[src/rtl/pc_redirect.sv]
// pc_redirect -- PC sequencer for the rysy core.
//
// Holds the fetch PC and steps it by 4 every non-stalled cycle. A taken
// conditional branch (br_valid & b) or a jump (jmp_valid) in execute loads the
// execute-stage target, pulses redirect, and holds flush high for FLUSH_CYCLES
// non-stalled cycles so wrong-path instructions in fetch/decode are killed.
// A taken target with tgt[1:0] != 0 parks the block in ERR until reset.
//
// Optional feature (macro RYSY_BR_STATS_EN): adds the saturating branch
// counters br_cnt and br_taken_cnt.
//
// Ports:
//   clk          core clock, rising edge
//   rst_n        asynchronous active-low reset
//   stall        pipeline freeze; PC holds
//   br_valid     execute holds a conditional branch
//   b            comparator result, qualified by br_valid
//   jmp_valid    execute holds jal/jalr
//   tgt          execute-stage target address
//   pc           registered fetch address
//   pc_valid     fetch request valid
//   redirect     one-cycle pulse: pc was just loaded from tgt
//   flush        kill instructions younger than execute
//   misalign     sticky misaligned-target flag
//   br_cnt       (stats) RUN cycles with a branch/jump and no stall
//   br_taken_cnt (stats) RUN cycles with a take, misaligned included

module pc_redirect #(
    parameter int unsigned      XLEN         = 32,
    parameter logic [XLEN-1:0]  RESET_PC     = '0,
    parameter int unsigned      FLUSH_CYCLES = 2
) (
    input  logic            clk,
    input  logic            rst_n,
    input  logic            stall,
    input  logic            br_valid,
    input  logic            b,
    input  logic            jmp_valid,
    input  logic [XLEN-1:0] tgt,
    output logic [XLEN-1:0] pc,
    output logic            pc_valid,
    output logic            redirect,
    output logic            flush,
`ifdef RYSY_BR_STATS_EN
    output logic            misalign,
    output logic [31:0]     br_cnt,
    output logic [31:0]     br_taken_cnt
`else
    output logic            misalign
`endif
);

    typedef enum logic [1:0] {BOOT, RUN, FLUSH, ERR} state_e;

    localparam logic [3:0] CNT_INIT = 4'(FLUSH_CYCLES - 1);

    state_e          state_q, state_d;
    logic [XLEN-1:0] pc_q, pc_d;
    logic            pc_valid_q, pc_valid_d;
    logic            redirect_q, redirect_d;
    logic            flush_q, flush_d;
    logic            misalign_q, misalign_d;
    logic [3:0]      cnt_q, cnt_d;

    logic take;
    assign take = (br_valid & b) | jmp_valid;

    always_ff @(posedge clk or negedge rst_n) begin
        if (!rst_n) begin
            state_q    <= BOOT;
            pc_q       <= RESET_PC;
            pc_valid_q <= 1'b0;
            redirect_q <= 1'b0;
            flush_q    <= 1'b0;
            misalign_q <= 1'b0;
            cnt_q      <= '0;
        end else begin
            state_q    <= state_d;
            pc_q       <= pc_d;
            pc_valid_q <= pc_valid_d;
            redirect_q <= redirect_d;
            flush_q    <= flush_d;
            misalign_q <= misalign_d;
            cnt_q      <= cnt_d;
        end
    end

    always_comb begin
        state_d    = state_q;
        pc_d       = pc_q;
        pc_valid_d = pc_valid_q;
        redirect_d = 1'b0;
        flush_d    = flush_q;
        misalign_d = misalign_q;
        cnt_d      = cnt_q;
        unique case (state_q)
            BOOT: begin
                pc_valid_d = 1'b1;
                state_d    = RUN;
            end
            RUN: begin
                flush_d = 1'b0;
                // Take is checked before stall so a redirect is never dropped.
                if (take && tgt[1:0] != 2'b00) begin
                    misalign_d = 1'b1;
                    pc_valid_d = 1'b0;
                    state_d    = ERR;
                end else if (take) begin
                    pc_d       = tgt;
                    redirect_d = 1'b1;
                    flush_d    = 1'b1;
                    cnt_d      = CNT_INIT;
                    // With a single flush cycle, RUN clears flush on the next edge.
                    state_d    = (FLUSH_CYCLES > 1) ? FLUSH : RUN;
                end else if (!stall) begin
                    pc_d = pc_q + XLEN'(4);
                end
            end
            FLUSH: begin
                // Branch inputs here belong to killed instructions.
                if (!stall) begin
                    pc_d = pc_q + XLEN'(4);
                    if (cnt_q == 4'd0) begin
                        flush_d = 1'b0;
                        state_d = RUN;
                    end else begin
                        cnt_d = cnt_q - 4'd1;
                    end
                end
            end
            ERR: begin
                pc_valid_d = 1'b0;
                flush_d    = 1'b0;
                misalign_d = 1'b1;
            end
            default: state_d = BOOT;
        endcase
    end

    assign pc       = pc_q;
    assign pc_valid = pc_valid_q;
    assign redirect = redirect_q;
    assign flush    = flush_q;
    assign misalign = misalign_q;

`ifdef RYSY_BR_STATS_EN
    logic [31:0] br_cnt_q, br_taken_cnt_q;

    always_ff @(posedge clk or negedge rst_n) begin
        if (!rst_n) begin
            br_cnt_q       <= '0;
            br_taken_cnt_q <= '0;
        end else if (state_q == RUN) begin
            if ((br_valid | jmp_valid) && !stall && br_cnt_q != 32'hFFFF_FFFF)
                br_cnt_q <= br_cnt_q + 32'd1;
            if (take && br_taken_cnt_q != 32'hFFFF_FFFF)
                br_taken_cnt_q <= br_taken_cnt_q + 32'd1;
        end
    end

    assign br_cnt       = br_cnt_q;
    assign br_taken_cnt = br_taken_cnt_q;
`endif

endmodule

[config.mk]
export PLATFORM = sky130hd
export DESIGN_NAME = pc_redirect
export DESIGN_NICKNAME = d
export VERILOG_FILES = /design/src/rtl/pc_redirect.sv
export SDC_FILE = /design/constraint.sdc
export NUM_CORES = 1
export LEC_CHECK = 0
export BUFFER_PORTS_ARGS = -buffer_cell sky130_fd_sc_hd__buf_2
export CORE_MARGIN = 8
export CORE_UTILIZATION = 41
export CTS_CLUSTER_DIAMETER = 60
export DETAILED_ROUTE_END_ITERATION = 6
export PLACE_DENSITY = 0.76
export SKIP_LAST_GASP = 1
export SYNTH_ARGS = -nofsm -noshare
export SYNTH_HDL_FRONTEND = slang
export SYNTH_SLANG_ARGS = --single-unit
export TNS_END_PERCENT = 50
[constraint.sdc]
create_clock -name clk -period 3.39 [get_ports clk]
set_input_delay 0.678 -clock clk [delete_from_list [all_inputs] [get_ports clk]]
set_output_delay 0.678 -clock clk [all_outputs]
set_load 0.005 [all_outputs]
After elaboration in Yosys (flattened, before gate mapping)
Index checks and enable logic that the tools add are counted.
{"block": "totals", "in_bits": 38, "reg_bits": 42, "out_inout_bits": 36, "word_cells": 60}
{"block": "classes", "bitwise_logic": 2, "n_addsub": 2, "n_reduce_logical": 15, "n_mux": 24, "n_eq_ne": 10}
{"cell": "$mux W32", "n": 3}
{"cell": "$pmux W32 S2", "n": 1}
{"cell": "$add A32 B3 Y32 const B", "n": 1}
{"cell": "$mux W4", "n": 4}
{"cell": "$ne A2 B2 Y1 const B", "n": 6}
{"cell": "$reduce_bool A3 Y1", "n": 3}
{"cell": "$mux W2", "n": 4}
{"cell": "$pmux W4 S2", "n": 1}
{"cell": "$mux W1", "n": 7}
{"cell": "$pmux W1 S3", "n": 2}
{"cell": "$pmux W2 S3", "n": 1}
{"cell": "$reduce_and A2 Y1", "n": 3}
{"cell": "$reduce_bool A2 Y1", "n": 3}
{"cell": "$reduce_and A5 Y1", "n": 1}
{"cell": "$eq A2 B2 Y1 const B", "n": 2}
{"cell": "$logic_not A4 Y1", "n": 1}
{"cell": "$reduce_and A4 Y1", "n": 1}
{"cell": "$sub A4 B1 Y4 const B", "n": 1}
{"cell": "$ne A3 B3 Y1 const B", "n": 1}
{"cell": "$reduce_and A3 Y1", "n": 1}
{"cell": "$eq A2 B1 Y1 const B", "n": 1}
{"cell": "$logic_not A2 Y1", "n": 1}
{"cell": "$pmux W1 S2", "n": 1}
{"cell": "$and A1 B1 Y1", "n": 1}
{"cell": "other kinds (2)", "n": 2}

Depth between registers and ports, before layout
Gate-level depths: netlist (run 1).
{"block": "logic_depth", "word_depth": 5, "mapped_depth": 9}

Worst setup path after synthesis (run 1)
Ideal clock, no wire load.
{"block": "synth_timing", "kind": "input port to flip-flop", "start": "in stall", "end": "reg pc_q[30] (netlist: pc[30])", "path_stages": 6, "arrival_ns": 2.063, "setup_time_ns": 0.080, "slack_ns": 1.247, "path_cell_list": "and3b_1 buf_6 nand3_2 or4_4 o31a_1 nor3_2"}
{"block": "synth_between", "elab_chain_cells": 4}
{"item": "from (decl)", "line_no": "35", "rtl": "input logic stall,"}
{"item": "$mux W32 *"}
{"item": "$mux W32 (2 in a row)"}
{"item": "$pmux W32 S2 *"}
{"item": "to (signal assigned)", "line_no": "79", "rtl": "pc_q <= pc_d;"}
{"item": "to (decl)", "line_no": "58", "rtl": "logic [XLEN-1:0] pc_q, pc_d;"}
Every way passes the cells marked *; elsewhere a longest branch is shown, timed or not. The select of a mux whose other input is x is not followed.
A chain may end at the register's enable or synchronous reset.

Worst setup path in the final report (run 1)
{"block": "layout_timing", "start": "reg state_q[0]", "end": "reg pc_q[21] (netlist: pc[21])"}
{"block": "layout_between", "elab_chain_cells": 3}
{"item": "from (decl)", "line_no": "57", "rtl": "state_e state_q, state_d;"}
{"item": "from (signal assigned)", "line_no": "78", "rtl": "state_q <= state_d;"}
{"item": "$eq A2 B1 Y1 / $eq A2 B2 Y1 (equally long branches)", "line_no": "96", "rtl": "unique case (state_q)"}
{"item": "$ne A2 B2 Y1 (no line) / $reduce_bool A2 Y1 (equally long branches)"}
{"item": "$reduce_and A2 Y1 (no line)"}
Parallel ways exist; a longest one is shown, timed or not.

==> results of run 1 <==
## cells by family after synthesis
family	after synthesis	share of synthesized area
AOI/OAI and AO/OA	114	0.279
and+or+nand+nor	114	0.240
DFF	42	0.401
buffers and inverters	22	0.0372
adders and majority gates	9	0.0430
## cells in the final DEF, fill, tap and decap left out, types with 3 or more instances in the layout
cell type and count:
a211oi_1 6, a21o_1 4, a21oi_1 39, a2bb2oi_1 6
a311oi_1 3, buf_2 73, buf_4 6, clkbuf_8 5
dfrtp_1 42, ha_1 9, inv_1 8, nand2_1 29
nand3_1 9, nand4_1 8, nor2_1 24, nor3_1 11
nor4_1 5, o21ai_0 17, o21bai_1 3, o22a_1 7
o22ai_1 13, or3_1 4
## stage by stage
step                      hold slack (ps)  power (mW)  cells
final                                 484        2.77    451
after CTS                             485        2.78    451
after global routing                  517        2.99    451
after global placement                461        2.33    443
after floorplan                       382        1.86    301
after detailed placement              464        2.36    443
## final cells by class
| class | instances | area [um2] |
|---|---|---|
| inverter | 8 | 30.0 |
| clock inverter | 2 | 37.5 |
| timing repair buffer | 79 | 410 |
| tap | 77 | 96.3 |
| multi-input combinational | 237 | 1470 |
| fill | 623 | 3110 |
| sequential | 42 | 1050 |
| clock buffer | 6 | 72.6 |
## critical path, cell delays in order, from the launching register on
cell	delay [ps]
dfrtp_1	450
inv_1	110
ha_1	460
inv_1	230
nand2_1	440
buf_4	360
nand2_1	130
o22ai_1	130
a2bb2oi_1	80
## registers in the layout (all words and copies together) (netlist names)
name      flops
misalign      1
pc           32
cnt_q         4
flush         1
pc_valid      1
redirect      1
state_q       2
## power by group
part | switching [mW] | leakage (nW) | internal, mW | total (mW)
Combinational | 0.778 | 0.829 | 0.568 | 1.35
Sequential | 0.297 | 0.479 | 0.719 | 1.02
Clock | 0.183 | 0.0514 | 0.220 | 0.403
## how the worst min path moves through the flow
| stage | from | end | cells past startpoint |
|---|---|---|---|
| finish | misalign$_DFFE_PN0P_ | misalign$_DFFE_PN0P_ | 1 |
| global route | misalign$_DFFE_PN0P_ | misalign$_DFFE_PN0P_ | 1 |
| CTS | misalign$_DFFE_PN0P_ | misalign$_DFFE_PN0P_ | 1 |
| detailed placement | misalign$_DFFE_PN0P_ | misalign$_DFFE_PN0P_ | 1 |
| global placement | pc[1]$_DFFE_PN0P_ | pc[1]$_DFFE_PN0P_ | 2 |
| floorplan | rst_n | cnt_q[0]$_DFFE_PN0P_ | 0 |
## metal layers
layer,global-route usage,wire [um]
met2,0.272,3590
met1,0.214,3370
met5,0,0
met4,0.0589,133
met3,0.0374,554
==> results.json, run 1 <==
{
  "hold_viol_final": 0,
  "drive_gt1_frac": 0.267,
  "setup.worst_path.start": "state_q[0]$_DFFE_PN0P_",
  "clockBufferDepth": 2,
  "drc": 0,
  "endpoint": "pc[21]$_DFFE_PN0N_",
  "reg2regPathDepth": 8,
  "fp.dieH_um": 96.0,
  "setup_ws_ps": 867,
  "diodes": 0,
  "fin_crit_ps": 2520,
  "hold_class": "flip-flop to flip-flop",
  "yosys-top-cells-area": "dfrtp_1, a21oi_1, ha_1, nand2_1, nor2_1",
  "die_w_um": 96.0,
  "grtUsageTotal": 0.168,
  "via_per_inst": 5.90,
  "row_count": 29,
  "postLayoutCellArea_um2": 3170,
  "path_class": "flip-flop to flip-flop",
  "cts.sinks": 42,
  "tns_ps": 0,
  "maxSlewViolCount": 0,
  "pre_cts_ws_ps": 875,
  "vias": 2659,
  "overflow": 0,
  "htreeDepth": 2,
  "fin_crit_sh": 0.744,
  "reg2reg_to": "pc[21]$_DFFE_PN0N_",
  "wl_per_cell_um": 16.9,
  "nets": 420,
  "grt_pass1_wl_um": 12300,
  "start_util": 0.418,
  "arrival_ps": 2700,
  "critPathMaxFanout": 25,
  "clk_latency_ps": 300,
  "antenna_found_initial": 0,
  "clk_pin_slew_ps": 80,
  "grt_max_degree": 43,
  "maxCapViolCount": 0,
  "syn_area_um2": 2620,
  "syn_nets": 348,
  "ys.flop_type": "dfrtp_1",
  "synth-edff-count": 0,
  "max_freq_mhz": 396,
  "worst_clock_skew_ps": 13.9,
  "routed_wl_um": 7640,
  "tritoncts": "done",
  "cts_resized": 0,
  "reg2reg_slack_ps": 870,
  "yosys.area.top_type": "dfrtp_1",
  "drt_first_pass_iters": 4,
  "ant_nets": 0,
  "cts_hold_buf": 0,
  "drt_first_iter_violations": 178,
  "synth_seq_area_share": 0.401,
  "tightest_slew_ps": 967,
  "cts_made_buffers": 5,
  "dieArea_um2": 9210,
  "synth.avg_cell_area_um2": 8.71,
  "rsz0062_at_grt": "false",
  "status": "finished, final reports clean",
  "grt_pass1_vias": 2640,
  "p_per_area_nw_per_um2": 872,
  "yosys-top-cells-count": "dfrtp_1, a21oi_1, nand2_1, nor2_1, o21ai_0",
  "yosys_warnings": 0,
  "async_reset_ff_frac": 1.00,
  "dp_hpwl_um": 5650,
  "ir_drop_mv": 0.441,
  "gp_congestion": 0.858,
  "timing.rr.start": "state_q[0]$_DFFE_PN0P_",
  "endpoint_kind": "flip-flop",
  "portBuffers": 73,
  "cp.required_ps": 3570,
  "utilization": 0.505,
  "startpoint_type": "flip-flop",
  "dpl_cell_area_um2": 3060,
  "postCtsSetupRepairBufs": 0,
  "setup_viol": 0,
  "ys_ff_latch": 42,
  "ys_types": 55,
  "slew_headroom": 0.355,
  "io_pins": 74,
  "cts_root_buf": "clkbuf_8",
  "cellLeakagePower_nw": 1.36,
  "synth.most_common_cell": "dfrtp_1",
  "core_um2": 6280,
  "syn_inst": 301,
  "area_delta_synth_final_pct": 21.0,
  "synth_top_area_frac": 0.401
}
Note: power is estimated with default switching activity, not from simulation.
==> inputs of run 2 (changes only) <==
==> constraint.sdc (replaced) <==
create_clock -name clk -period 2.6 [get_ports clk]
set_input_delay 0.52 -clock clk [delete_from_list [all_inputs] [get_ports clk]]
set_output_delay 0.52 -clock clk [all_outputs]
set_load 0.005 [all_outputs]
==> run 2 against run 1 <==
- hold slack lost 120 ps
- global-route usage is 0.24 points higher
- utilization increased by 0.24 points
- wire length down 0.96%
- largest power group unchanged
==> results.json, run 2 (same netlist as run 1, synthesis figures left out) <==
{
  "dp_hpwl_um": 5630,
  "critical-path-top-delay-family": "compound AO/OA/AOI/OAI gates",
  "portBuffers": 73,
  "wl_per_cell_um": 16.7,
  "setup_ws_ps": 434,
  "routed_wl_um": 7570,
  "status": "finished, final reports clean",
  "cts.sinks": 42,
  "clk_pin_slew_ps": 90,
  "rsz0062_at_grt": "false",
  "vias": 2688,
  "dieArea_um2": 9210,
  "maxCapViolCount": 0,
  "multi_input_area_um2": 1470,
  "setup_viol": 0,
  "critPathMaxFanout": 27,
  "tightest_slew_ps": 955,
  "drt_first_pass_iters": 4,
  "core_um2": 6280,
  "startpoint_type": "flip-flop",
  "grt_max_degree": 43,
  "slew_headroom": 0.364,
  "cp.required_ps": 2780,
  "die_w_um": 96.0,
  "area_delta_synth_final_pct": 21.5,
  "final_cell_mix": "buf_2, dfrtp_1, a21oi_1",
  "hold_class": "primary input to asynchronous set/reset pin",
  "dp.cells": 446,
  "row_count": 29,
  "n_fill_cell": 603,
  "gp_congestion": 0.851,
  "total_power_mw": 3.56,
  "path_cells": "inv_1, ha_1, o21ai_0, nor2_1, nor2_1, buf_4, o21ai_0, nor3_1",
  "maxSlewViolCount": 0,
  "tritoncts": "done",
  "worst_clock_skew_ps": 8.75,
  "arrival_ps": 2350,
  "largest_reg_flops": 32,
  "clk_latency_ps": 300,
  "drt_first_iter_violations": 257,
  "fin_crit_ps": 2170,
  "register_area_um2": 1050,
  "fin_crit_sh": 0.833,
  "path_class": "flip-flop to flip-flop",
  "utilization": 0.507,
  "p_per_area_nw_per_um2": 1120,
  "diodes": 0,
  "path_buf_inv": 2,
  "cellLeakagePower_nw": 1.37,
  "drc": 0,
  "fp.dieH_um": 96.0,
  "grtUsageTotal": 0.170,
  "htreeDepth": 2,
  "grt_pass1_vias": 2570,
  "max_freq_mhz": 462,
  "grt_pass1_wl_um": 12500,
  "clockBufferDepth": 2,
  "drive_gt1_frac": 0.276,
  "nets": 423,
  "cts_resized": 0,
  "stdcell_count": 454,
  "overflow": 0,
  "postCtsSetupRepairBufs": 0,
  "endpoint_kind": "flip-flop",
  "final_common_cell": "buf_2",
  "cts_hold_buf": 0,
  "cts_root_buf": "clkbuf_8",
  "ir_drop_mv": 0.519,
  "cts_made_buffers": 5,
  "antenna_found_initial": 0,
  "ant_nets": 0,
  "pre_cts_ws_ps": 403,
  "tns_ps": 0,
  "start_util": 0.418,
  "hold_viol_final": 0,
  "crit_path_max_incr_delay_ps": 440,
  "slowest_stage": "dfrtp_1",
  "io_pins": 74,
  "via_per_inst": 5.92
}
==> run 2: worst paths after layout <==
check,startpoint,endpoint,slack [ps],cells past startpoint
hold reg to reg,misalign$_DFFE_PN0P_,misalign$_DFFE_PN0P_,490,1
hold / removal,rst_n,cnt_q[0]$_DFFE_PN0P_,360,1
max in group asynchronous,rst_n,pc[9]$_DFFE_PN0N_,1650,1
min in group clk,tgt[1],pc[1]$_DFFE_PN0P_,480,3
setup reg to reg,state_q[1]$_DFFE_PN0P_,pc[22]$_DFFE_PN0N_,430,8
setup / recovery,state_q[1]$_DFFE_PN0P_,pc[22]$_DFFE_PN0N_,430,8
==> run 2: layout make-up <==
type                            instances  area share
Clock buffer                            5      0.0216
Clock inverter                          3     0.00668
Inverter                                8     0.00943
Multi-Input combinational cell        237       0.462
Sequential cell                        42       0.330
Tap cell                               77      0.0302
Timing Repair Buffer                   82       0.140
==> run 2: worst reg2reg max path: cells and delay by family (launching register included) <==
family | cells | cell delay, ps
simple gates | 3 | 440
buf+inv | 2 | 360
flops | 1 | 440
compound gates | 2 | 470
fa+ha+maj | 1 | 320
==> run 2: through the flow <==
step	instance area, um2	hold WS, ps
after floorplan	2620	224
after global placement	3100	463
after detailed placement	3100	470
after CTS	3190	392
after global routing	3190	446
final	3190	359
==> run 2: layer usage <==
layer	GRT usage	vias up	wire length (um)
met5	0	-	0
met4	0.0435	0	82
met3	0.0413	9	612
met2	0.270	102	3520
met1	0.226	1286	3350
li1	-	1291	-
==> run 2: where the power goes <==
group | internal (mW) | switching [mW]
logic | 0.785 | 1.02
clock network | 0.189 | 0.242
registers | 0.938 | 0.384
total | 1.91 | 1.65
==> inputs of run 3 (changes only) <==
--- a/config.mk
+++ b/config.mk
@@ -5,12 +5,13 @@
 export SDC_FILE = /design/constraint.sdc
 export NUM_CORES = 1
 export LEC_CHECK = 0
+export ABC_AREA = 1
 export BUFFER_PORTS_ARGS = -buffer_cell sky130_fd_sc_hd__buf_2
 export CORE_MARGIN = 8
 export CORE_UTILIZATION = 41
 export CTS_CLUSTER_DIAMETER = 60
 export DETAILED_ROUTE_END_ITERATION = 6
-export PLACE_DENSITY = 0.76
+export PLACE_DENSITY = 0.77
 export SKIP_LAST_GASP = 1
 export SYNTH_ARGS = -nofsm -noshare
 export SYNTH_HDL_FRONTEND = slang
==> constraint.sdc (replaced) <==
create_clock -name clk -period 1.85 [get_ports clk]
set_input_delay 0.37 -clock clk [delete_from_list [all_inputs] [get_ports clk]]
set_output_delay 0.37 -clock clk [all_outputs]
set_load 0.005 [all_outputs]
==> run 3 against run 2 <==
- area after synthesis increased by 15%
- non-clock buffer count decreased by 3
- sequential power decreased by 31%
- clock power increased by 73%
- sequential share of layout area decreased by 4.0 points
- first-iteration DRC count decreased by 11%
- critical path type unchanged
- count of clock-buffer cells in the layout increased by 2
- highest routed layer unchanged
- design area increased by 14%
- setup slack got worse by 300 ps
- critical path depth unchanged
- total power decreased by 49%
==> results.json, run 3 <==
{
  "status": "finished, final reports clean",
  "syn_nets": 490,
  "critPathMaxFanout": 15,
  "start_util": 0.421,
  "ys_ff_latch": 42,
  "nets": 564,
  "fin_crit_ps": 1720,
  "cellLeakagePower_nw": 1.80,
  "synth-adder-area-share": 0.0373,
  "vias": 3096,
  "hold_class": "primary input to asynchronous set/reset pin",
  "maxSlewViolCount": 0,
  "dpl_cell_area_um2": 3510,
  "reg2reg_slack_ps": 130,
  "grt_max_degree": 53,
  "largest_reg_flops": 32,
  "wl_per_cell_um": 13.7,
  "slew_headroom": 0.668,
  "dieArea_um2": 10400,
  "total_power_mw": 1.81,
  "setup.worst_path.start": "state_q[1]$_DFFE_PN0P_",
  "yosys.area.top_type": "dfrtp_1",
  "ant_nets": 0,
  "yosys-top-cells-count": "nand2_1, nor2_1, inv_1, dfrtp_1, o21ai_0",
  "clk_pin_slew_ps": 90,
  "synth.area.mux_share": 0,
  "max_freq_mhz": 581,
  "tightest_slew_ps": 498,
  "syn_area_um2": 3020,
  "yosys-top-cells-area": "dfrtp_1, nand2_1, nor2_1, o21ai_0, nand3_1",
  "dp.cells": 609,
  "setup_viol": 0,
  "row_count": 31,
  "final_cell_mix": "nand2_1, buf_2, nor2_1",
  "synth.avg_cell_area_um2": 6.82,
  "clk_latency_ps": 300,
  "worst_clock_skew_ps": 5.11,
  "cts.sinks": 42,
  "hold_viol_final": 0,
  "io_pins": 74,
  "ir_drop_mv": 0.235,
  "drive_gt1_frac": 0.224,
  "crit_path_max_incr_delay_ps": 430,
  "p_per_area_nw_per_um2": 499,
  "ys.flop_type": "dfrtp_1",
  "overflow": 0,
  "cts_made_buffers": 5,
  "synth.most_common_cell": "nand2_1",
  "crit_top_cell": "inv_1",
  "yosys_warnings": 0,
  "routed_wl_um": 8430,
  "diodes": 0,
  "fin_crit_sh": 0.930,
  "maxCapViolCount": 0,
  "gp_congestion": 0.849,
  "slowest_stage": "dfrtp_1",
  "core_um2": 7180,
  "endpoint_kind": "flip-flop",
  "drc": 0,
  "syn_inst": 443,
  "synth_top_family_by_area": "simple AND/OR/NAND/NOR gates",
  "grt_pass1_wl_um": 14100,
  "synth_seq_area_share": 0.348,
  "synth_top_area_frac": 0.348,
  "synth-edff-count": 0,
  "ys_types": 32,
  "timing.rr.start": "state_q[1]$_DFFE_PN0P_",
  "arrival_ps": 1930,
  "tritoncts": "done",
  "clockBufferDepth": 2,
  "drt_first_iter_violations": 228,
  "critical-path-top-delay-family": "flip-flops",
  "area_delta_synth_final_pct": 20.0,
  "rsz0062_at_grt": "true",
  "tns_ps": 0,
  "dp_hpwl_um": 6340,
  "htreeDepth": 2,
  "portBuffers": 73,
  "synth_xor_area_frac": 0.0348,
  "synth_compound_area_frac": 0.110,
  "async_reset_ff_frac": 1.00,
  "path_class": "flip-flop to flip-flop",
  "drt_first_pass_iters": 4,
  "via_per_inst": 5.02,
  "stdcell_count": 617,
  "fp.dieH_um": 102,
  "path_cells": "inv_1, ha_2, nand2_2, o21ai_2, inv_2, nand2_1, inv_1, o21ai_0",
  "cts_root_buf": "clkbuf_8",
  "postLayoutCellArea_um2": 3620,
  "grtUsageTotal": 0.168,
  "antenna_found_initial": 0,
  "yosys.area_share.simple": 0.383,
  "grt_pass1_vias": 3048,
  "path_buf_inv": 3,
  "final_common_cell": "nand2_1",
  "cp.required_ps": 2060,
  "die_w_um": 102,
  "startpoint_type": "flip-flop"
}
run 3: cell types whose count changed in the layout (fill, tap and decap cells not counted), moves of 7 or more:
cell	previous run	this run
o22a_1	7	0
o21ai_0	17	41
nor2_1	24	67
a21oi_1	39	5
o21ai_1	0	11
nand3_1	9	34
o22ai_1	13	1
nand2_1	29	120
inv_1	8	42
run 3: final timing paths:
| path | end | depth (start not counted) |
|---|---|---|
| max in group asynchronous | cnt_q[2]$_DFFE_PN0P_ | 2 |
| setup reg to reg | cnt_q[1]$_DFFE_PN0P_ | 8 |
| min in group clk | pc[0]$_DFFE_PN0P_ | 3 |
| setup / recovery | cnt_q[1]$_DFFE_PN0P_ | 8 |
| hold reg to reg | flush$_DFFE_PN0P_ | 2 |
| hold / removal | pc[24]$_DFFE_PN0N_ | 1 |
run 3: worst reg2reg max path, cell delays in order (launching register included):
cell,delay (ps)
dfrtp_1,430
inv_1,130
ha_2,250
nand2_2,110
o21ai_2,120
inv_2,170
nand2_1,100
inv_1,100
o21ai_0,210
run 3: area by class of cell:
type                            instances  area [um2]
Fill cell                             706        3550
Multi-Input combinational cell        342        1710
Sequential cell                        42        1050
Timing Repair Buffer                   79         448
Inverter                               47         180
Tap cell                               99         124
Clock buffer                            7        76.3
Clock inverter                          1        30.0
run 3: stage by stage:
stage                     utilization  hold slack [ps]  setup WS (ps)
after floorplan                     -             74.4            307
after global placement          0.489              358            172
after detailed placement        0.489              369            131
after CTS                       0.504             42.1            103
after global routing            0.505             64.1          -28.2
final                           0.505             23.8            130
run 3: cells by family after synthesis:
logic type      Yosys count
simple gates            258
compound gates           63
buf+inv                  59
flops                    42
xor+xnor                 12
fa+ha+maj                 9
run 3: layer usage:
metal | vias to the layer above | global-route usage | wire, um
met5 | - | 0 | 0
met4 | 0 | 0.0542 | 118
met3 | 13 | 0.0422 | 590
met2 | 93 | 0.283 | 4030
met1 | 1431 | 0.205 | 3690
li1 | 1559 | - | -
run 3: what timing repair did:
action                                  4_1_cts  5_1_grt
hold buffers                                  0        0
endpoints found under the setup margin        0       10
resized for setup                             0        4
setup buffers                                 0        0
run 3: power by group:
| group | internal, mW | switching, mW | total (mW) |
|---|---|---|---|
| combinational | 0.0596 | 0.0892 | 0.149 |
| clock | 0.405 | 0.338 | 0.743 |
| sequential | 0.917 | 0 | 0.917 |
| total | 1.38 | 0.428 | 1.81 |
